$ cat config.mk
export PLATFORM = sky130hd
export DESIGN_NAME = vga_timing_gen
export DESIGN_NICKNAME = d
export VERILOG_FILES = /design/src/rtl/vga_timing_pkg.sv /design/src/rtl/pix_strobe_gen.sv /design/src/rtl/vga_timing_gen.sv
export SDC_FILE = /design/constraint.sdc
export NUM_CORES = 1
export LEC_CHECK = 0
export BUFFER_PORTS_ARGS = -buffer_cell sky130_fd_sc_hd__buf_2
export CAP_MARGIN = 20
export CORE_ASPECT_RATIO = 1.2
export CORE_MARGIN = 10
export CORE_UTILIZATION = 45
export CTS_CLUSTER_SIZE = 14
export DETAILED_ROUTE_END_ITERATION = 8
export GPL_TIMING_DRIVEN = 0
export PLACE_DENSITY = 0.68
export SLEW_MARGIN = 20
export SYNTH_ARGS = -nofsm -noshare
export SYNTH_HDL_FRONTEND = slang
export SYNTH_SLANG_ARGS = --single-unit
$ cat constraint.sdc
create_clock -name clk -period 1.7 [get_ports clk]
set_input_delay 0.255 -clock clk [delete_from_list [all_inputs] [get_ports clk]]
set_output_delay 0.255 -clock clk [all_outputs]
set_load 0.01 [all_outputs]
$ cat src/rtl/vga_timing_pkg.sv
// Shared VGA timing presets (800x600@60, 640x480@60) and counter-width helper
// used by the raster timing generator.
package vga_timing_pkg;

  typedef struct packed {
    int h_visible;
    int h_front;
    int h_sync;
    int h_back;
    int v_visible;
    int v_front;
    int v_sync;
    int v_back;
  } vga_timing_t;

  typedef enum logic {
    MODE_800X600,
    MODE_640X480
  } vga_mode_e;

  localparam vga_timing_t SVGA_800X600 = '{
    h_visible: 800, h_front: 40, h_sync: 128, h_back: 88,
    v_visible: 600, v_front: 1,  v_sync: 4,   v_back: 23
  };

  localparam vga_timing_t VGA_640X480 = '{
    h_visible: 640, h_front: 16, h_sync: 96, h_back: 48,
    v_visible: 480, v_front: 10, v_sync: 2,  v_back: 33
  };

  function automatic vga_timing_t mode_timing(input vga_mode_e mode);
    return (mode == MODE_640X480) ? VGA_640X480 : SVGA_800X600;
  endfunction

  // Bits needed so the counters can hold H_TOTAL-1 and V_TOTAL-1.
  function automatic int calc_cw(input int h_total, input int v_total);
    int m;
    m = (h_total > v_total) ? h_total : v_total;
    return (m <= 2) ? 1 : $clog2(m);
  endfunction

endpackage

$ cat src/rtl/pix_strobe_gen.sv
// Pixel strobe divider: a tick counter over CLK_DIV clk cycles that emits a
// one-clk strobe on its last count while enabled.
module pix_strobe_gen #(
  parameter int CLK_DIV = 6
) (
  input  logic clk,
  input  logic nrst,
  input  logic enable,
  output logic strobe
);

  localparam int             TW   = (CLK_DIV > 1) ? $clog2(CLK_DIV) : 1;
  localparam logic [TW-1:0]  LAST = TW'(CLK_DIV - 1);

  logic [TW-1:0] tick;

  // Dropping enable clears the phase so a restart always waits a full period.
  always_ff @(posedge clk or negedge nrst) begin
    if (!nrst) begin
      tick <= '0;
    end else if (!enable || tick == LAST) begin
      tick <= '0;
    end else begin
      tick <= tick + TW'(1);
    end
  end

  assign strobe = enable && (tick == LAST);

endmodule

$ cat src/rtl/vga_timing_gen.sv
// Parametrised VGA raster timing generator: pixel strobe, H/V counters and a
// registered decode of sync, visible area, coordinates and start pulses.
module vga_timing_gen
  import vga_timing_pkg::*;
#(
  parameter int CLK_DIV   = 6,
  parameter int H_VISIBLE = SVGA_800X600.h_visible,
  parameter int H_FRONT   = SVGA_800X600.h_front,
  parameter int H_SYNC    = SVGA_800X600.h_sync,
  parameter int H_BACK    = SVGA_800X600.h_back,
  parameter int V_VISIBLE = SVGA_800X600.v_visible,
  parameter int V_FRONT   = SVGA_800X600.v_front,
  parameter int V_SYNC    = SVGA_800X600.v_sync,
  parameter int V_BACK    = SVGA_800X600.v_back,
  parameter bit HSYNC_POL = 1'b1,
  parameter bit VSYNC_POL = 1'b1,
  parameter int CW        = calc_cw(H_VISIBLE + H_FRONT + H_SYNC + H_BACK,
                                    V_VISIBLE + V_FRONT + V_SYNC + V_BACK)
) (
  input  logic          clk,
  input  logic          nrst,
  input  logic          enable,
  output logic          pix_en,
  output logic          hsync,
  output logic          vsync,
  output logic          visible,
  output logic [CW-1:0] x,
  output logic [CW-1:0] y,
  output logic          line_start,
  output logic          frame_start
);

  localparam int H_TOTAL = H_VISIBLE + H_FRONT + H_SYNC + H_BACK;
  localparam int V_TOTAL = V_VISIBLE + V_FRONT + V_SYNC + V_BACK;

  localparam logic [CW-1:0] H_LAST    = CW'(H_TOTAL - 1);
  localparam logic [CW-1:0] V_LAST    = CW'(V_TOTAL - 1);
  localparam logic [CW-1:0] H_VIS_END = CW'(H_VISIBLE);
  localparam logic [CW-1:0] V_VIS_END = CW'(V_VISIBLE);
  localparam logic [CW-1:0] HS_START  = CW'(H_VISIBLE + H_FRONT);
  localparam logic [CW-1:0] HS_END    = CW'(H_VISIBLE + H_FRONT + H_SYNC);
  localparam logic [CW-1:0] VS_START  = CW'(V_VISIBLE + V_FRONT);
  localparam logic [CW-1:0] VS_END    = CW'(V_VISIBLE + V_FRONT + V_SYNC);

  logic          strobe;
  logic [CW-1:0] hcnt;
  logic [CW-1:0] vcnt;
  logic          vis_d;
  logic          hs_d;
  logic          vs_d;

  pix_strobe_gen #(
    .CLK_DIV(CLK_DIV)
  ) u_strobe (
    .clk    (clk),
    .nrst   (nrst),
    .enable (enable),
    .strobe (strobe)
  );

  // Decode of the position about to be presented; registered on the strobe.
  always_comb begin
    vis_d = (hcnt < H_VIS_END) && (vcnt < V_VIS_END);
    hs_d  = ((hcnt >= HS_START) && (hcnt < HS_END)) ? HSYNC_POL : ~HSYNC_POL;
    vs_d  = ((vcnt >= VS_START) && (vcnt < VS_END)) ? VSYNC_POL : ~VSYNC_POL;
  end

  always_ff @(posedge clk or negedge nrst) begin
    if (!nrst) begin
      hcnt        <= '0;
      vcnt        <= '0;
      pix_en      <= 1'b0;
      x           <= '0;
      y           <= '0;
      visible     <= 1'b0;
      line_start  <= 1'b0;
      frame_start <= 1'b0;
      hsync       <= ~HSYNC_POL;
      vsync       <= ~VSYNC_POL;
    end else if (!enable) begin
      hcnt        <= '0;
      vcnt        <= '0;
      pix_en      <= 1'b0;
      x           <= '0;
      y           <= '0;
      visible     <= 1'b0;
      line_start  <= 1'b0;
      frame_start <= 1'b0;
      hsync       <= ~HSYNC_POL;
      vsync       <= ~VSYNC_POL;
    end else begin
      pix_en <= strobe;
      if (strobe) begin
        x           <= hcnt;
        y           <= vcnt;
        visible     <= vis_d;
        hsync       <= hs_d;
        vsync       <= vs_d;
        line_start  <= (hcnt == '0);
        frame_start <= (hcnt == '0) && (vcnt == '0);
        // hcnt/vcnt always point at the next position to present.
        if (hcnt == H_LAST) begin
          hcnt <= '0;
          vcnt <= (vcnt == V_LAST) ? '0 : vcnt + CW'(1);
        end else begin
          hcnt <= hcnt + CW'(1);
        end
      end
    end
  end

endmodule

# Word-level counts from Yosys, hierarchy flattened
# Cells that the tools add are included.
[classes]
n_addsub = 3
mul = 0
n_div = 0
order_cmp = 6
n_eq_ne = 5
shifts = 0
mux = 25
bitwise_logic = 0
n_reduce_logical = 10
[ops]
columns = ["cell", "count"]
rows = [
  ["$mux W11", 11],
  ["$lt A11 B10 Y1 const B", 4],
  ["$add A11 B1 Y11 const B", 2],
  ["$ge A11 B10 Y1 const B", 2],
  ["$logic_not A11 Y1", 2],
  ["$mux W1", 13],
  ["$eq A11 B10 Y1 const B", 1],
  ["$eq A11 B11 Y1 const B", 1],
  ["$logic_and A1 B1 Y1", 5],
  ["$ne A2 B1 Y1 const B", 2],
  ["$add A3 B1 Y3 const B", 1],
  ["$eq A3 B3 Y1 const B", 1],
  ["$mux W3", 1],
  ["$reduce_and A2 Y1", 1],
  ["$logic_not A1 Y1", 1],
  ["$logic_or A1 B1 Y1", 1],
]
[word_totals]
ff_bits = 53
latchBits = 0
mem_bits_rw = 0
mem_bits_ro = 0
in_bits = 3
out_inout_bits = 28
wordCells = 60
mem_count = 0

# Depth between registers and ports, before layout
[depth]
ltp_word = 5
mapped_depth = 7
depth_no_buf = 6

# Modules after synthesis
# A second synthesis with hierarchy kept.
[unflattened]
hier_cells = 274
area_unflattened_um2 = 2736.4
[by_module_without_submodules]
columns = ["mod", "instances", "cells_per_inst", "area_per_inst_um2", "seq_area_each_um2"]
rows = [
  ["vga_timing_gen", 1, 261, 2587.5, 1251.2],
  ["pix_strobe_gen", 1, 13, 148.9, 75.1],
]

# Worst setup path after synthesis
# No wires, ideal clock.
[synth_path]
path_type = "reg-to-reg"
startpoint = "register u_strobe.tick[1]"
endpoint = "register hcnt[9]"
setup_time_ns = 0.077
arrival_ns = 1.572
required_time_ns = 1.623
setup_slack_ns = 0.051
stages_incl_launch_ff = 7
n_path_buf = 0
synth_period_minus_slack_ns = 1.649
path_cell_list = "dfrtp_1 inv_1 ha_1 a21boi_2 or3_4 or3_1 a21oi_1"
[synth_between]
elab_chain_len = 3
[synth_lines]
columns = ["element", "line_no", "source"]
rows = [
  ["from (decl)", "pix_strobe_gen.sv:15", "logic [TW-1:0] tick;"],
  ["from (signal assigned)", "pix_strobe_gen.sv:24", "tick <= tick + TW'(1);"],
  ["$eq A3 B3 Y1", "pix_strobe_gen.sv:28", "assign strobe = enable && (tick == LAST);"],
  ["$logic_and A1 B1 Y1", "pix_strobe_gen.sv:28", ""],
  ["$ne A2 B1 Y1 (no source line)", "n/a", ""],
  ["to (signal assigned)", "vga_timing_gen.sv:106", "hcnt <= hcnt + CW'(1);"],
  ["to (decl)", "vga_timing_gen.sv:46", "logic [CW-1:0] hcnt;"],
]
# No other way between the ends.
# A chain may end at the register's enable or synchronous reset.

# Worst setup path after layout
# Ends and elaborated chain as after synthesis.

==> results by group <==
Yosys
  • Mux cell area share after synthesis: 0.373%
  • Synth Flop Type: dfrtp_1
  • Post-Synthesis Cells: between 200 and 300
  • Main combinational cell family by area after synthesis: simple AND/OR/NAND/NOR gates
  • Yosys reg bits: 53
  • Post-synth top area share: between 40% and 50%
  • Post-synth ARST share: between 90% and 100%
  • Compound-Gate Fraction of Synth Area: 15.9%
  • Warnings from Yosys: 0
  • EDFF count, synth: 0
  • Synth unique cells: between 40 and 50
  • Post-synthesis simple-gate area fraction: about a quarter
  • Top post-synthesis cells by area: dfrtp_1, nand2_1, a21oi_1
  • Synth Net Count: 301
  • Largest area contributor in the netlist: dfrtp_1
  • Post-synthesis sequential area ratio: roughly half
  • Xor/xnor share of the synthesized area: between 2 and 3%
  • Cell Area, Synth: between 2000 and 3000 um^2
  • Adder-Cell Fraction of Synth Area: ~3.3%
  • Syn Area/Cell: 9.21 um^2

Detailed routing
  • WL final: 6860 um
  • Vias per cell: about 5.5
  • DR WL/cell: about 16 um
  • DRC: 0
  • Routed via count: ~2300
  • DRT Pass-1 Iters: 4
  • Starting DRT DRC Count: between 100 and 150
  • ANT nets after route: 0

Layout
  • Cell Count, Final, Fillers Out: 416
  • Fillers: 517
  • FF/Latch Area: roughly 1300 um^2
  • # diodes: 0
  • Multi-input gate area: between 1000 and 1500 um^2
  • Nets@finish: around 350
  • Layout area overhead: 22.1%
  • Layout cells sized above 1: 27.4%

STA
  • Tmin final: 1.65 ns
  • Finish-stage setup viols: 0
  • Final hold violations: 0
  • Clock Skew: 0.0136 ns
  • Fmax: slightly above 600 MHz
  • Period utilization: between 90% and 100%
  • Setup TNS Final: 0 ns
  • Final Max Tran Viols: 0
  • Slew HR: between 50% and 60%
  • Actual slew at the worst max-slew pin: ~0.67 ns

Setup path
  • Crit path max fanout: 6
  • Worst path arrival time: approximately 1.9 ns
  • Critical path class: reg2reg
  • Worst setup SP type: flop
  • Worst Setup End Kind: flop
  • Worst path required time: between 1.5 and 2 ns

Die
  • Die Area: around 9500 um^2
  • Core area: ~5700 um^2
  • Starting Density: between 40% and 50%
  • Cell row count: 30
  • DIE WIDTH: about 90 um
  • I/O Pins: 31
  • Die Y: roughly 100 um

Run
  • MaxCap Viol Count: 0

Place
  • GPL Wtd Cong: 0.905
  • # placed instances: around 400
  • DP HPWL: 4640 um
  • Port Buffers: 30

CTS
  • Worst-path clk slew: 0.10 ns
  • CTS tree: built
  • Clock latency on the worst-skew pair: 0.32 ns
  • CTS Buf Count: 5
  • Root Buffer: clkbuf_8
  • Max Buffers Root-to-Sink: 2
  • H-tree Lvls: 2
  • CTS Sinks: 53

Pwr
  • P_int: about 1.6 mW
  • Pwr dens: between 600 and 700 nW/um^2
  • Switching Fraction: approximately a quarter
  • Max VDD drop: roughly 320 uV
  • Clock share of power: 34.7%
  • Pwr Total: ~2.2 mW
  • P_leak: approximately 1.4 nW
  • Reg power frac: between 50% and 60%
  • NetSw: ~0.56 mW
  • Combinational Power Share: approximately 6.4%

Global routing
  • Total global-route track usage: 14.2%
  • Initial antenna violation count: 0
  • GR peak layer: met2
  • First-pass GRT wire length: between 10000 and 15000 um
  • Largest net degree at the start of global routing: 54
  • Met3 Use GR: under 10%
  • GR Overflow Total: 0
  • Met1 demand-to-capacity share in global routing: between 15 and 20%
  • Global Route met2 Usage: 23.0%
  • Vias in the first global route: ~2200

Status
  • Status: finished, final reports clean

Min path
  • Worst min path class: in2reg
## worst paths after layout
path	from	slack, ns	depth (start not counted)	endpoint
worst max-delay path	u_strobe.tick[1]	0.05	6	hcnt[9]
worst min-delay path	enable	0.25	3	vcnt[1]
worst max register to register	u_strobe.tick[1]	0.05	6	hcnt[9]
worst min register to register	line_start	0.48	2	line_start
max in group asynchronous	nrst	0.69	2	vcnt[9]
min in group asynchronous	nrst	0.51	2	x[2]
## flip-flops by register name, indices dropped and copies added (netlist names), 3 cells and up
signal         flops
hcnt              11
u_strobe.tick      3
vcnt              11
x                 11
y                 11
## per-stage QoR
stage | instance area, um^2 | setup WS (ns) | util [%] | hold WS [ns]
5_1_grt | 3270 | -0.0214 | 57.4 | 0.246
4_1_cts | 3100 | 0.000436 | 54.4 | 0.251
3_3_place_gp | 2930 | -0.0814 | 51.4 | 0.451
3_5_place_dp | 2930 | -0.171 | 51.4 | 0.332
6_report | 3270 | 0.0528 | 57.4 | 0.253
2_1_floorplan | 2680 | 0.0509 | - | -0.0406
## power by group through the flow
stage          logic, mW  registers, mW  clock network [mW]
2_1_floorplan     0.0583           1.30                   0
3_3_place_gp       0.108           1.30                   0
3_5_place_dp       0.111           1.30                   0
4_1_cts            0.125           1.28               0.762
5_1_grt            0.155           1.28               0.838
6_report           0.138           1.28               0.753
## what timing repair did
item | CTS | global route
setup endpoints to repair | 39 | 42
hold buffers | 1 | 0
buffers inserted | 0 | 8
resized for setup | 13 | 40
hold endpoints to repair | 53 | 0
pin swaps | 1 | 13
## final cells by class
class / count / area share [%]
Buffer: 16 / 2.75
Inverter: 10 / 1.15
Sequential cell: 53 / 40.7
Multi-Input combinational cell: 210 / 42.7
Clock inverter: 3 / 0.765
Tap cell: 80 / 3.06
Clock buffer: 5 / 2.10
Timing Repair Buffer: 39 / 6.80
## worst max-delay path, stage by stage, from the launching register on
cell and delay [ns]:
dfrtp_1 0.40, inv_2 0.07, ha_4 0.18, a21boi_4 0.09, or3_4 0.41, or3_1 0.33
a21oi_2 0.12
## cell families after synthesis
kind of cell | Yosys count
DFF | 53
xor gates and xnor gates | 9
and+or+nand+nor | 128
adders and majority gates | 7
buffers and inverters | 28
muxes | 1
AOI/OAI and AO/OA | 65
## synth_stat cells, drive strengths merged, types with 5 or more instances
master  count
xor2        5
nand4      10
nand2      66
buf         9
inv        10
clkbuf      9
ha          7
dfrtp      53
a21oi      31
o31ai       5
nor2       18
nand3       9
o21ai      11
## layout by cell type, fill, tap and decap left out, types with 7 or more instances in the layout
cell and instances:
a21oi_1 28, buf_2 32, buf_4 13, dfrtp_1 49, inv_1 8, nand2_1 65, nand3_1 9, nand4_1 9
nor2_1 18, o21ai_0 7
## metal layers
layer	part of all wire (%)	up-vias
li1	-	1106
met1	42	1109
met2	51	53
met3	4.8	13
met4	2.2	0
met5	0	-
Power figures use the tool's default switching activity.
